<file path="src/rtl/seven_seg_pkg.sv">
// Purpose: shared glyph table, hex decode and output-polarity helpers for the seven-segment driver family.
// Latency: n/a (constants and pure functions only).
// Backpressure: n/a.
//
// Contents:
//   seg_t           7-bit segment vector ordered {g,f,e,d,c,b,a}
//   GLYPH_0..F      active-high glyph codes (lowercase b and d)
//   hex_to_seg()    4-bit nibble -> active-high glyph
//   seg_polarity()  optional inversion of a segment vector for active-low boards
//   bit_polarity()  optional inversion of a single control bit
package seven_seg_pkg;

    typedef logic [6:0] seg_t;

    localparam seg_t SEG_BLANK = 7'h00;

    localparam seg_t GLYPH_0 = 7'h3F;
    localparam seg_t GLYPH_1 = 7'h06;
    localparam seg_t GLYPH_2 = 7'h5B;
    localparam seg_t GLYPH_3 = 7'h4F;
    localparam seg_t GLYPH_4 = 7'h66;
    localparam seg_t GLYPH_5 = 7'h6D;
    localparam seg_t GLYPH_6 = 7'h7D;
    localparam seg_t GLYPH_7 = 7'h07;
    localparam seg_t GLYPH_8 = 7'h7F;
    localparam seg_t GLYPH_9 = 7'h6F;
    localparam seg_t GLYPH_A = 7'h77;
    localparam seg_t GLYPH_B = 7'h7C;
    localparam seg_t GLYPH_C = 7'h39;
    localparam seg_t GLYPH_D = 7'h5E;
    localparam seg_t GLYPH_E = 7'h79;
    localparam seg_t GLYPH_F = 7'h71;

    function automatic seg_t hex_to_seg(input logic [3:0] nib);
        seg_t s;
        s = SEG_BLANK;
        case (nib)
            4'h0: s = GLYPH_0;
            4'h1: s = GLYPH_1;
            4'h2: s = GLYPH_2;
            4'h3: s = GLYPH_3;
            4'h4: s = GLYPH_4;
            4'h5: s = GLYPH_5;
            4'h6: s = GLYPH_6;
            4'h7: s = GLYPH_7;
            4'h8: s = GLYPH_8;
            4'h9: s = GLYPH_9;
            4'hA: s = GLYPH_A;
            4'hB: s = GLYPH_B;
            4'hC: s = GLYPH_C;
            4'hD: s = GLYPH_D;
            4'hE: s = GLYPH_E;
            4'hF: s = GLYPH_F;
            default: s = SEG_BLANK;
        endcase
        return s;
    endfunction

    function automatic seg_t seg_polarity(input seg_t s, input logic active_low);
        return active_low ? ~s : s;
    endfunction

    function automatic logic bit_polarity(input logic b, input logic active_low);
        return active_low ? ~b : b;
    endfunction

endpackage

</file>
<file path="src/rtl/seven_segment_decoder.sv">
// Purpose: combinational hex-to-glyph decoder with a blank override, always active-high.
// Latency: 0 cycles (purely combinational).
// Backpressure: none.
//
// Ports:
//   digit   4-bit hex nibble to display
//   blank   1 forces every segment off (used for leading-zero blanking)
//   seg_ah  active-high segments {g,f,e,d,c,b,a}
module seven_segment_decoder
    import seven_seg_pkg::*;
(
    input  logic [3:0] digit,
    input  logic       blank,
    output seg_t       seg_ah
);

    always_comb begin
        seg_ah = blank ? SEG_BLANK : hex_to_seg(digit);
    end

endmodule

</file>
<file path="src/rtl/multiplexed_seven_segment_driver.sv">
// Purpose: time-multiplexed, double-buffered driver for NUM_DIGITS seven-segment digits on a shared segment bus.
// Latency: outputs are registered one cycle after the digit index they reflect; a load shows from the next frame.
// Backpressure: none; load is accepted every cycle and the scan free-runs.
//
// Ports:
//   clk, reset          single clock, synchronous active-high reset
//   value_in, dp_in     packed hex digits / decimal points, captured into the pending buffer on load
//   digit_en            per-digit anode enable (slot still consumed when disabled)
//   lzb_en, blink_en    leading-zero blanking and whole-display blink
//   seg, dp, anode      registered display drive, polarity set by ACTIVE_LOW
//   frame_done          one-cycle pulse in the cycle after the scan wraps to digit 0
module multiplexed_seven_segment_driver
    import seven_seg_pkg::*;
#(
    parameter int NUM_DIGITS   = 4,
    parameter int REFRESH_DIV  = 50000,
    parameter int BLINK_FRAMES = 64,
    parameter int ACTIVE_LOW   = 1
) (
    input  logic                    clk,
    input  logic                    reset,
    input  logic [4*NUM_DIGITS-1:0] value_in,
    input  logic [NUM_DIGITS-1:0]   dp_in,
    input  logic [NUM_DIGITS-1:0]   digit_en,
    input  logic                    lzb_en,
    input  logic                    blink_en,
    input  logic                    load,
    output logic [6:0]              seg,
    output logic                    dp,
    output logic [NUM_DIGITS-1:0]   anode,
    output logic                    frame_done
);

    localparam int IDX_W   = (NUM_DIGITS > 1) ? $clog2(NUM_DIGITS) : 1;
    localparam int SLOT_W  = $clog2(REFRESH_DIV);
    localparam int BLINK_W = (BLINK_FRAMES > 1) ? $clog2(BLINK_FRAMES) : 1;

    localparam logic [SLOT_W-1:0]  SLOT_LAST  = SLOT_W'(REFRESH_DIV - 1);
    localparam logic [IDX_W-1:0]   IDX_LAST   = IDX_W'(NUM_DIGITS - 1);
    localparam logic [BLINK_W-1:0] BLINK_LAST = BLINK_W'(BLINK_FRAMES - 1);
    localparam logic               INV        = (ACTIVE_LOW != 0);

    // ------------------------------------------------------------------
    // Scan and blink state
    // ------------------------------------------------------------------
    logic [SLOT_W-1:0]  slot_cnt;
    logic [IDX_W-1:0]   digit_idx;
    logic [BLINK_W-1:0] blink_cnt;
    logic               blink_off;   // 0 = visible half-period, the reset phase

    logic slot_last;
    logic frame_wrap;

    assign slot_last  = (slot_cnt == SLOT_LAST);
    assign frame_wrap = slot_last && (digit_idx == IDX_LAST);

    always_ff @(posedge clk) begin
        if (reset) begin
            slot_cnt   <= '0;
            digit_idx  <= '0;
            blink_cnt  <= '0;
            blink_off  <= 1'b0;
            frame_done <= 1'b0;
        end else begin
            frame_done <= frame_wrap;

            if (slot_last) begin
                slot_cnt  <= '0;
                digit_idx <= (digit_idx == IDX_LAST) ? '0 : digit_idx + IDX_W'(1);
            end else begin
                slot_cnt <= slot_cnt + SLOT_W'(1);
            end

            // The blink counter keeps running even with blink_en low so that
            // enabling blink mid-run lands on a consistent phase.
            if (frame_wrap) begin
                if (blink_cnt == BLINK_LAST) begin
                    blink_cnt <= '0;
                    blink_off <= ~blink_off;
                end else begin
                    blink_cnt <= blink_cnt + BLINK_W'(1);
                end
            end
        end
    end

    // ------------------------------------------------------------------
    // Double buffer: pending is written on load, display copies pending
    // only on the wrap edge so a frame never mixes old and new digits.
    // A load on the wrap cycle lands in pending after display has already
    // sampled the old contents, so it shows one frame later.
    // ------------------------------------------------------------------
    logic [4*NUM_DIGITS-1:0] pend_val;
    logic [NUM_DIGITS-1:0]   pend_dp;
    logic [4*NUM_DIGITS-1:0] disp_val;
    logic [NUM_DIGITS-1:0]   disp_dp;

    always_ff @(posedge clk) begin
        if (reset) begin
            pend_val <= '0;
            pend_dp  <= '0;
            disp_val <= '0;
            disp_dp  <= '0;
        end else begin
            if (load) begin
                pend_val <= value_in;
                pend_dp  <= dp_in;
            end
            if (frame_wrap) begin
                disp_val <= pend_val;
                disp_dp  <= pend_dp;
            end
        end
    end

    // ------------------------------------------------------------------
    // Scan mux, leading-zero mask and anode gating
    // ------------------------------------------------------------------
    logic [NUM_DIGITS-1:0] lz_mask;
    logic                  zero_run;
    logic [3:0]            cur_nib;
    logic                  cur_dp;
    logic                  cur_blank;
    logic [NUM_DIGITS-1:0] anode_ah;
    seg_t                  dec_seg;

    // A digit is blanked when it and everything more significant is zero;
    // walking from the top digit down accumulates that condition.
    always_comb begin
        lz_mask  = '0;
        zero_run = 1'b1;
        for (int i = NUM_DIGITS - 1; i >= 0; i--) begin
            zero_run   = zero_run & (disp_val[4*i +: 4] == 4'h0);
            lz_mask[i] = lzb_en & zero_run & (i != 0);
        end
    end

    always_comb begin
        cur_nib   = 4'h0;
        cur_dp    = 1'b0;
        cur_blank = 1'b0;
        anode_ah  = '0;
        for (int i = 0; i < NUM_DIGITS; i++) begin
            if (digit_idx == IDX_W'(i)) begin
                cur_nib     = disp_val[4*i +: 4];
                cur_dp      = disp_dp[i];
                cur_blank   = lz_mask[i];
                anode_ah[i] = 1'b1;
            end
        end
        // Disabled digits and the blink-off phase only gate the anodes;
        // the slot is still consumed so scan timing never changes.
        anode_ah = anode_ah & digit_en & {NUM_DIGITS{~(blink_en & blink_off)}};
    end

    seven_segment_decoder u_decoder (
        .digit  (cur_nib),
        .blank  (cur_blank),
        .seg_ah (dec_seg)
    );

    // ------------------------------------------------------------------
    // Registered outputs with board polarity applied
    // ------------------------------------------------------------------
    always_ff @(posedge clk) begin
        if (reset) begin
            seg   <= seg_polarity(SEG_BLANK, INV);
            dp    <= bit_polarity(1'b0, INV);
            anode <= {NUM_DIGITS{INV}};
        end else begin
            seg   <= seg_polarity(dec_seg, INV);
            dp    <= bit_polarity(cur_dp, INV);
            anode <= anode_ah ^ {NUM_DIGITS{INV}};
        end
    end

endmodule

</file>
<file path="config.mk">
export PLATFORM = sky130hd
export DESIGN_NAME = multiplexed_seven_segment_driver
export DESIGN_NICKNAME = d
export VERILOG_FILES = /design/src/rtl/seven_seg_pkg.sv /design/src/rtl/seven_segment_decoder.sv /design/src/rtl/multiplexed_seven_segment_driver.sv
export SDC_FILE = /design/constraint.sdc
export NUM_CORES = 1
export LEC_CHECK = 0
export BUFFER_PORTS_ARGS = -buffer_cell sky130_fd_sc_hd__buf_2
export CAP_MARGIN = 30
export CORE_ASPECT_RATIO = 1.2
export CORE_MARGIN = 2
export CORE_UTILIZATION = 25
export CTS_BUF_LIST = sky130_fd_sc_hd__clkbuf_4
export DETAILED_ROUTE_END_ITERATION = 12
export MAX_ROUTING_LAYER = met4
export PLACE_DENSITY = 0.4
export SETUP_SLACK_MARGIN = 0.3
export SYNTH_ARGS = -nofsm -noshare
export SYNTH_HDL_FRONTEND = slang
export SYNTH_HIERARCHICAL = 1
export SYNTH_SLANG_ARGS = --single-unit
</file>
<file path="constraint.sdc">
create_clock -name clk -period 3.49 [get_ports clk]
set_input_delay 0.698 -clock clk [delete_from_list [all_inputs] [get_ports clk]]
set_output_delay 0.698 -clock clk [all_outputs]
set_load 0.03 [all_outputs]
</file>
# ---- Yosys cells after proc, flatten, opt, wreduce, memory -nomap -nowiden
# Memories as Yosys holds them, arrays and structs flattened.
# Cells that the tools add are included.
dict set report totals {
  regBits 78
  rom_bits 112
  input_bits 29
  output_inout_bits 13
  elab_cells 59
  mem_count 1
}
dict set report op_classes {
  addsub 3
  eq_ne 5
  muxes 18
  bitwise_logic 13
  n_reduce_logical 7
}
# name depth word_bits rd rd_clocked_by_memory_dff wr line
set memory_table {}
lappend memory_table {{(name not given)} 16 7 1 0 0 seven_seg_pkg.sv:37} ;# case (nib)
# operator count
set op_table {}
lappend op_table {{$add 16x1->16 const B} 1}
lappend op_table {{$eq 16x16->1 const B} 1}
lappend op_table {{$mux 4} 4}
lappend op_table {{$logic_not 4->1} 3}
lappend op_table {{$mux 1} 11}
lappend op_table {{$and 4x4->4} 2}
lappend op_table {{$mux 7} 1}
lappend op_table {{$not 7->7} 1}
lappend op_table {{$add 6x1->6 const B} 1}
lappend op_table {{$and 1x1->1} 6}
lappend op_table {{$eq 6x6->1 const B} 1}
lappend op_table {{$mux 6} 1}
lappend op_table {{$eq 2x2->1 const B} 2}
lappend op_table {{$not 4->4} 1}
lappend op_table {{$not 1->1} 3}
lappend op_table {{$add 2x1->2 const B} 1}
lappend op_table {{$eq 2x1->1 const B} 1}
lappend op_table {{$logic_not 2->1} 1}
lappend op_table {{$mux 2} 1}
lappend op_table {{$reduce_and 2->1} 1}
lappend op_table {{$reduce_or 2->1} 1}
lappend op_table {{$logic_and 1x1->1} 1}

# ---- Logic depth before layout (Yosys ltp)
dict set report logic_depth {
  ltp_word 9
  mapped_depth 13
}

# ---- Hierarchy
# The synthesis kept the hierarchy.
# module instances cells_each area_per_inst_um2 seq_area_each_um2
set by_module_without_submodules {}
lappend by_module_without_submodules {multiplexed_seven_segment_driver 1 317 3071.7 1561.5}
lappend by_module_without_submodules {seven_segment_decoder 1 33 269.0 0.0}

# ---- Worst setup path before layout
# OpenSTA, ideal clock, no wires.
dict set report synth_timing {
  path_kind {register to register}
  start {reg digit_idx[1]}
  end {reg seg[3]}
  arrival_ns 2.567
  required_ns 3.373
  setup_slack_ns 0.806
  stages_incl_launch_ff 14
  cell_sequence {dfxtp_1 > inv_1 > ha_1 > clkbuf_1 > nand3b_1 > a21oi_1 > a21oi_1 > o21ai_0 > inv_1 > ha_1 > inv_1 > mux4_1 > nor2_1 > nand2b_1}
}
dict set report synth_between {
  elab_chain_len 8
  elab_cells_between_ends 14
  classes_between {eq/ne (3); mux (8); bitwise (1); reduce/logical (1); memory (1)}
}
# item line
set synth_lines {}
lappend synth_lines {{from (decl)} multiplexed_seven_segment_driver.sv:47} ;# logic [IDX_W-1:0] digit_idx;
lappend synth_lines {{from (signal assigned)} multiplexed_seven_segment_driver.sv:69} ;# digit_idx <= (digit_idx == IDX_LAST) ? '0 : digit_idx + IDX_W'(1);
lappend synth_lines {{$logic_not 2->1} multiplexed_seven_segment_driver.sv:144} ;# if (digit_idx == IDX_W'(i)) begin
lappend synth_lines {{$mux 4 (3 in series)} multiplexed_seven_segment_driver.sv:144}
lappend synth_lines {{$mux 4 (*)} multiplexed_seven_segment_driver.sv:144}
lappend synth_lines {{via cur_nib[0]} multiplexed_seven_segment_driver.sv:121} ;# logic [3:0] cur_nib;
lappend synth_lines {{$mem_v2 16x7 (*)} n/a}
lappend synth_lines {{$mux 7 (*)} seven_segment_decoder.sv:18} ;# seg_ah = blank ? SEG_BLANK : hex_to_seg(digit);
lappend synth_lines {{via dec_seg[3]} multiplexed_seven_segment_driver.sv:125} ;# seg_t dec_seg;
lappend synth_lines {{$not 7->7 (*)} seven_seg_pkg.sv:60} ;# return active_low ? ~s : s;
lappend synth_lines {{to (signal assigned)} multiplexed_seven_segment_driver.sv:167} ;# seg <= seg_polarity(SEG_BLANK, INV);
lappend synth_lines {{to (signal assigned)} multiplexed_seven_segment_driver.sv:171} ;# seg <= seg_polarity(dec_seg, INV);
lappend synth_lines {{to (decl)} multiplexed_seven_segment_driver.sv:28} ;# output logic [6:0] seg,
# The timed path passes the listed nets; every way through them passes the cells marked *.
# A chain may end at the register's enable or synchronous reset.

# ---- Worst setup path in the final report
# Ends and elaborated chain as after synthesis.

==> flow_metrics.env <==
export IMPL_status="finished clean"
export IMPL_grt_usage=0.111
export IMPL_setup_viol=0
export IMPL_clkTransAtPathRegs_ns=0.13
export IMPL_synth_edf_count=0
export IMPL_io_buffer_count=41
export IMPL_cp_start_kind="flop"
export IMPL_ys_ff_latch=78
export IMPL_yosysWarningCount=6
export IMPL_cts_root_buf="clkbuf_4"
export IMPL_ctsResizeCount=0
export IMPL_routed_wl_mm=7.34
export IMPL_post_route_period_util=0.790
export IMPL_hold_ws_ns=0.474
export IMPL_clockBufferDepth=2
export IMPL_worstHoldEndpoint="anode[3]$_SDFF_PP1_"
export IMPL_rr_worst_depth=12
export IMPL_hold_class="primary input to flop"
export IMPL_post_dp_cell_area_um2=3690
export IMPL_initial_core_util=0.255
export IMPL_tns_ns=0
export IMPL_worstSetupPathType="flop to flop"
export IMPL_synthTopCellsByArea="dfxtp_1, mux2i_1, a22o_1"
export IMPL_grt_antenna_before_repair=1
export IMPL_place_ws_ns=0.558
export IMPL_reg2reg_from="digit_idx[1]$_SDFFE_PP0N_"
export IMPL_yosysUniqueCellTypes=46
export IMPL_drc_errors=0
export IMPL_clk_latency_ns=0.43
export IMPL_slew_headroom=0.477
export IMPL_layoutNonFillerInstCount=560
export IMPL_grt_pass1_wl_mm=11.8
export IMPL_final_setup_skew_ns=0.0215
export IMPL_nets=427
export IMPL_end_kind="flop"
export IMPL_drive_above_1_share=0.171
export IMPL_die_area_um2=14300
export IMPL_clock_fmax_mhz=363
export IMPL_drtPass1Iterations=4
export IMPL_power_density_nw_per_um2=406
export IMPL_finalHoldViolations=0
export IMPL_arrival_ns=3.08
export IMPL_p_total_mw=1.56
export IMPL_dp_cells=543
export IMPL_grt_pass1_vias=2312
export IMPL_worstPathRequired_ns=3.81
export IMPL_die_y_um=131
export IMPL_ios=42
export IMPL_via_per_inst=4.46
export IMPL_power_leakage_nw=1.49
export IMPL_min_from="digit_en[3]"
export IMPL_vias=2498
export IMPL_cts_num_sinks=78
export IMPL_dieWidth_um=110
export IMPL_syn_avg_cell_area_um2=9.54
export IMPL_cts_tree="yes"
export IMPL_ir_drop_uv=181
export IMPL_htree_levels=3
export IMPL_row_count=46
export IMPL_min_path_cells=2
export IMPL_synth_main_ff_cell="dfxtp_1"
export IMPL_fin_area_um2=3830
export IMPL_grt_max_degree=45
export IMPL_cts_hold_buf=0
export IMPL_drtIter0Drc=103
export IMPL_cts_setup_buffers=0
export IMPL_postRouteAntennaNets=0
export IMPL_synth_nets=391
export IMPL_worst_pin_slew_ns=0.784
export IMPL_min_period_ns=2.76
export IMPL_rsz0062_at_grt="no"
export IMPL_crit_path_max_fanout=12
export IMPL_place_hpwl_mm=5.17
export IMPL_overflow=0
export IMPL_layout_setup_ws_ns=0.732
export IMPL_fin_util=0.292
export IMPL_synth_area_leader_cell="dfxtp_1"
export IMPL_max_cap_violations=0
export IMPL_seq_area_frac_synth=0.467
export IMPL_gp_congestion=0.741
export IMPL_synthArstFlopShare=0
export IMPL_area_delta_synth_final_pct=14.8
export IMPL_post_drt_wl_per_cell_um=13.1
export IMPL_cts_buffers=9
export IMPL_syn_area_um2=3340
export IMPL_slew_violations=0
export IMPL_rrSetupSlack_ns=0.73
export IMPL_synthCells=350
export IMPL_core_um2=13100
export IMPL_synth_top_area_frac=0.467
export IMPL_worst_r2r_endpoint="seg[3]$_SDFF_PP1_"
[layout make-up]
| type | instances | area [um^2] |
|---|---|---|
| diodes | 1 | 2.50 |
| clock buffers | 9 | 67.6 |
| clock inverters | 7 | 73.8 |
| fillers | 1424 | 9290 |
| inverters | 11 | 41.3 |
| multi-input cells | 241 | 1640 |
| flip-flops and latches | 78 | 1560 |
| well taps | 168 | 210 |
| repair buffers | 45 | 235 |
[worst max-delay path, cell delays in order (launching register included)]
cell and delay [ns]:
dfxtp_1 0.40, inv_1 0.08, ha_1 0.29, nand3b_1 0.20, a21oi_1 0.15, a21oi_1 0.06, o21ai_1 0.33, inv_1 0.17
ha_1 0.30, inv_1 0.04, mux4_1 0.47, nor2_1 0.10, nand2b_1 0.05
[registers in the layout (all words and copies together) (netlist names), 4 cells and up]
name       flops
seg            7
blink_cnt      6
disp_dp        4
pend_val      16
disp_val      16
pend_dp        4
slot_cnt      16
anode          4
[logic make-up after synthesis]
| kind of cell | synth area share |
|---|---|
| DFF | 0.467 |
| adders and majority gates | 0.0449 |
| muxes | 0.0865 |
| buffers and inverters | 0.0408 |
| AOI/OAI and AO/OA | 0.117 |
| and+or+nand+nor | 0.207 |
| xor gates and xnor gates | 0.0367 |
[metal layers]
| layer | vias to the layer above | GRT usage | wire [um] |
|---|---|---|---|
| met5 | - | - | 0 |
| met4 | 0 | 0.0514 | 106 |
| met3 | 6 | 0.0243 | 243 |
| met2 | 34 | 0.163 | 3220 |
| met1 | 1143 | 0.146 | 3770 |
| li1 | 1315 | - | - |
[power breakdown]
group / total, mW / leakage [nW] / switching, mW / internal, mW
Combinational: 0.0818 / 0.783 / 0.0476 / 0.0342
Sequential: 0.922 / 0.636 / 0.0110 / 0.911
Clock: 0.554 / 0.0763 / 0.334 / 0.221
[worst max path at each step]
stage | slack (ns) | from | end | cells past startpoint
3_5_place_dp | 0.56 | digit_idx[1]$_SDFFE_PP0N_ | seg[3]$_SDFF_PP1_ | 12
4_1_cts | 0.53 | digit_idx[1]$_SDFFE_PP0N_ | seg[3]$_SDFF_PP1_ | 12
3_3_place_gp | 0.71 | digit_idx[1]$_SDFFE_PP0N_ | seg[3]$_SDFF_PP1_ | 12
2_1_floorplan | 0.81 | digit_idx[1]$_SDFFE_PP0N_ | seg[3]$_SDFF_PP1_ | 13
6_report | 0.73 | digit_idx[1]$_SDFFE_PP0N_ | seg[3]$_SDFF_PP1_ | 12
5_1_grt | 0.51 | digit_idx[1]$_SDFFE_PP0N_ | seg[3]$_SDFF_PP1_ | 12
[cells in the mapped netlist, types with 8 or more instances]
cell type	n
nand2b_1	10
mux2i_1	24
nor2_1	47
nand2_1	17
xnor2_1	11
a21oi_1	17
nor4_1	8
ha_1	12
o21ai_0	8
inv_1	11
dfxtp_1	78
nand3_1	12
clkbuf_1	10
a22o_1	22
[placed cells by master, fill, tap and decap left out, drive strengths merged, types with 2 or more instances in the layout]
master / n
dfxtp: 78
nor2: 48
buf: 45
mux2i: 24
a22o: 22
nand2: 17
a21oi: 17
nand3: 12
ha: 12
inv: 12
xnor2: 11
nand2b: 10
clkbuf: 9
nor4: 8
o21ai: 8
nand3b: 6
nand4: 6
nor3: 5
clkinv: 4
xor2: 3
nor2b: 3
or4: 3
nor4b: 3
and3: 2
or3: 2
mux2: 2
a211oi: 2
a221oi: 2
Power figures use the tool's default switching activity.
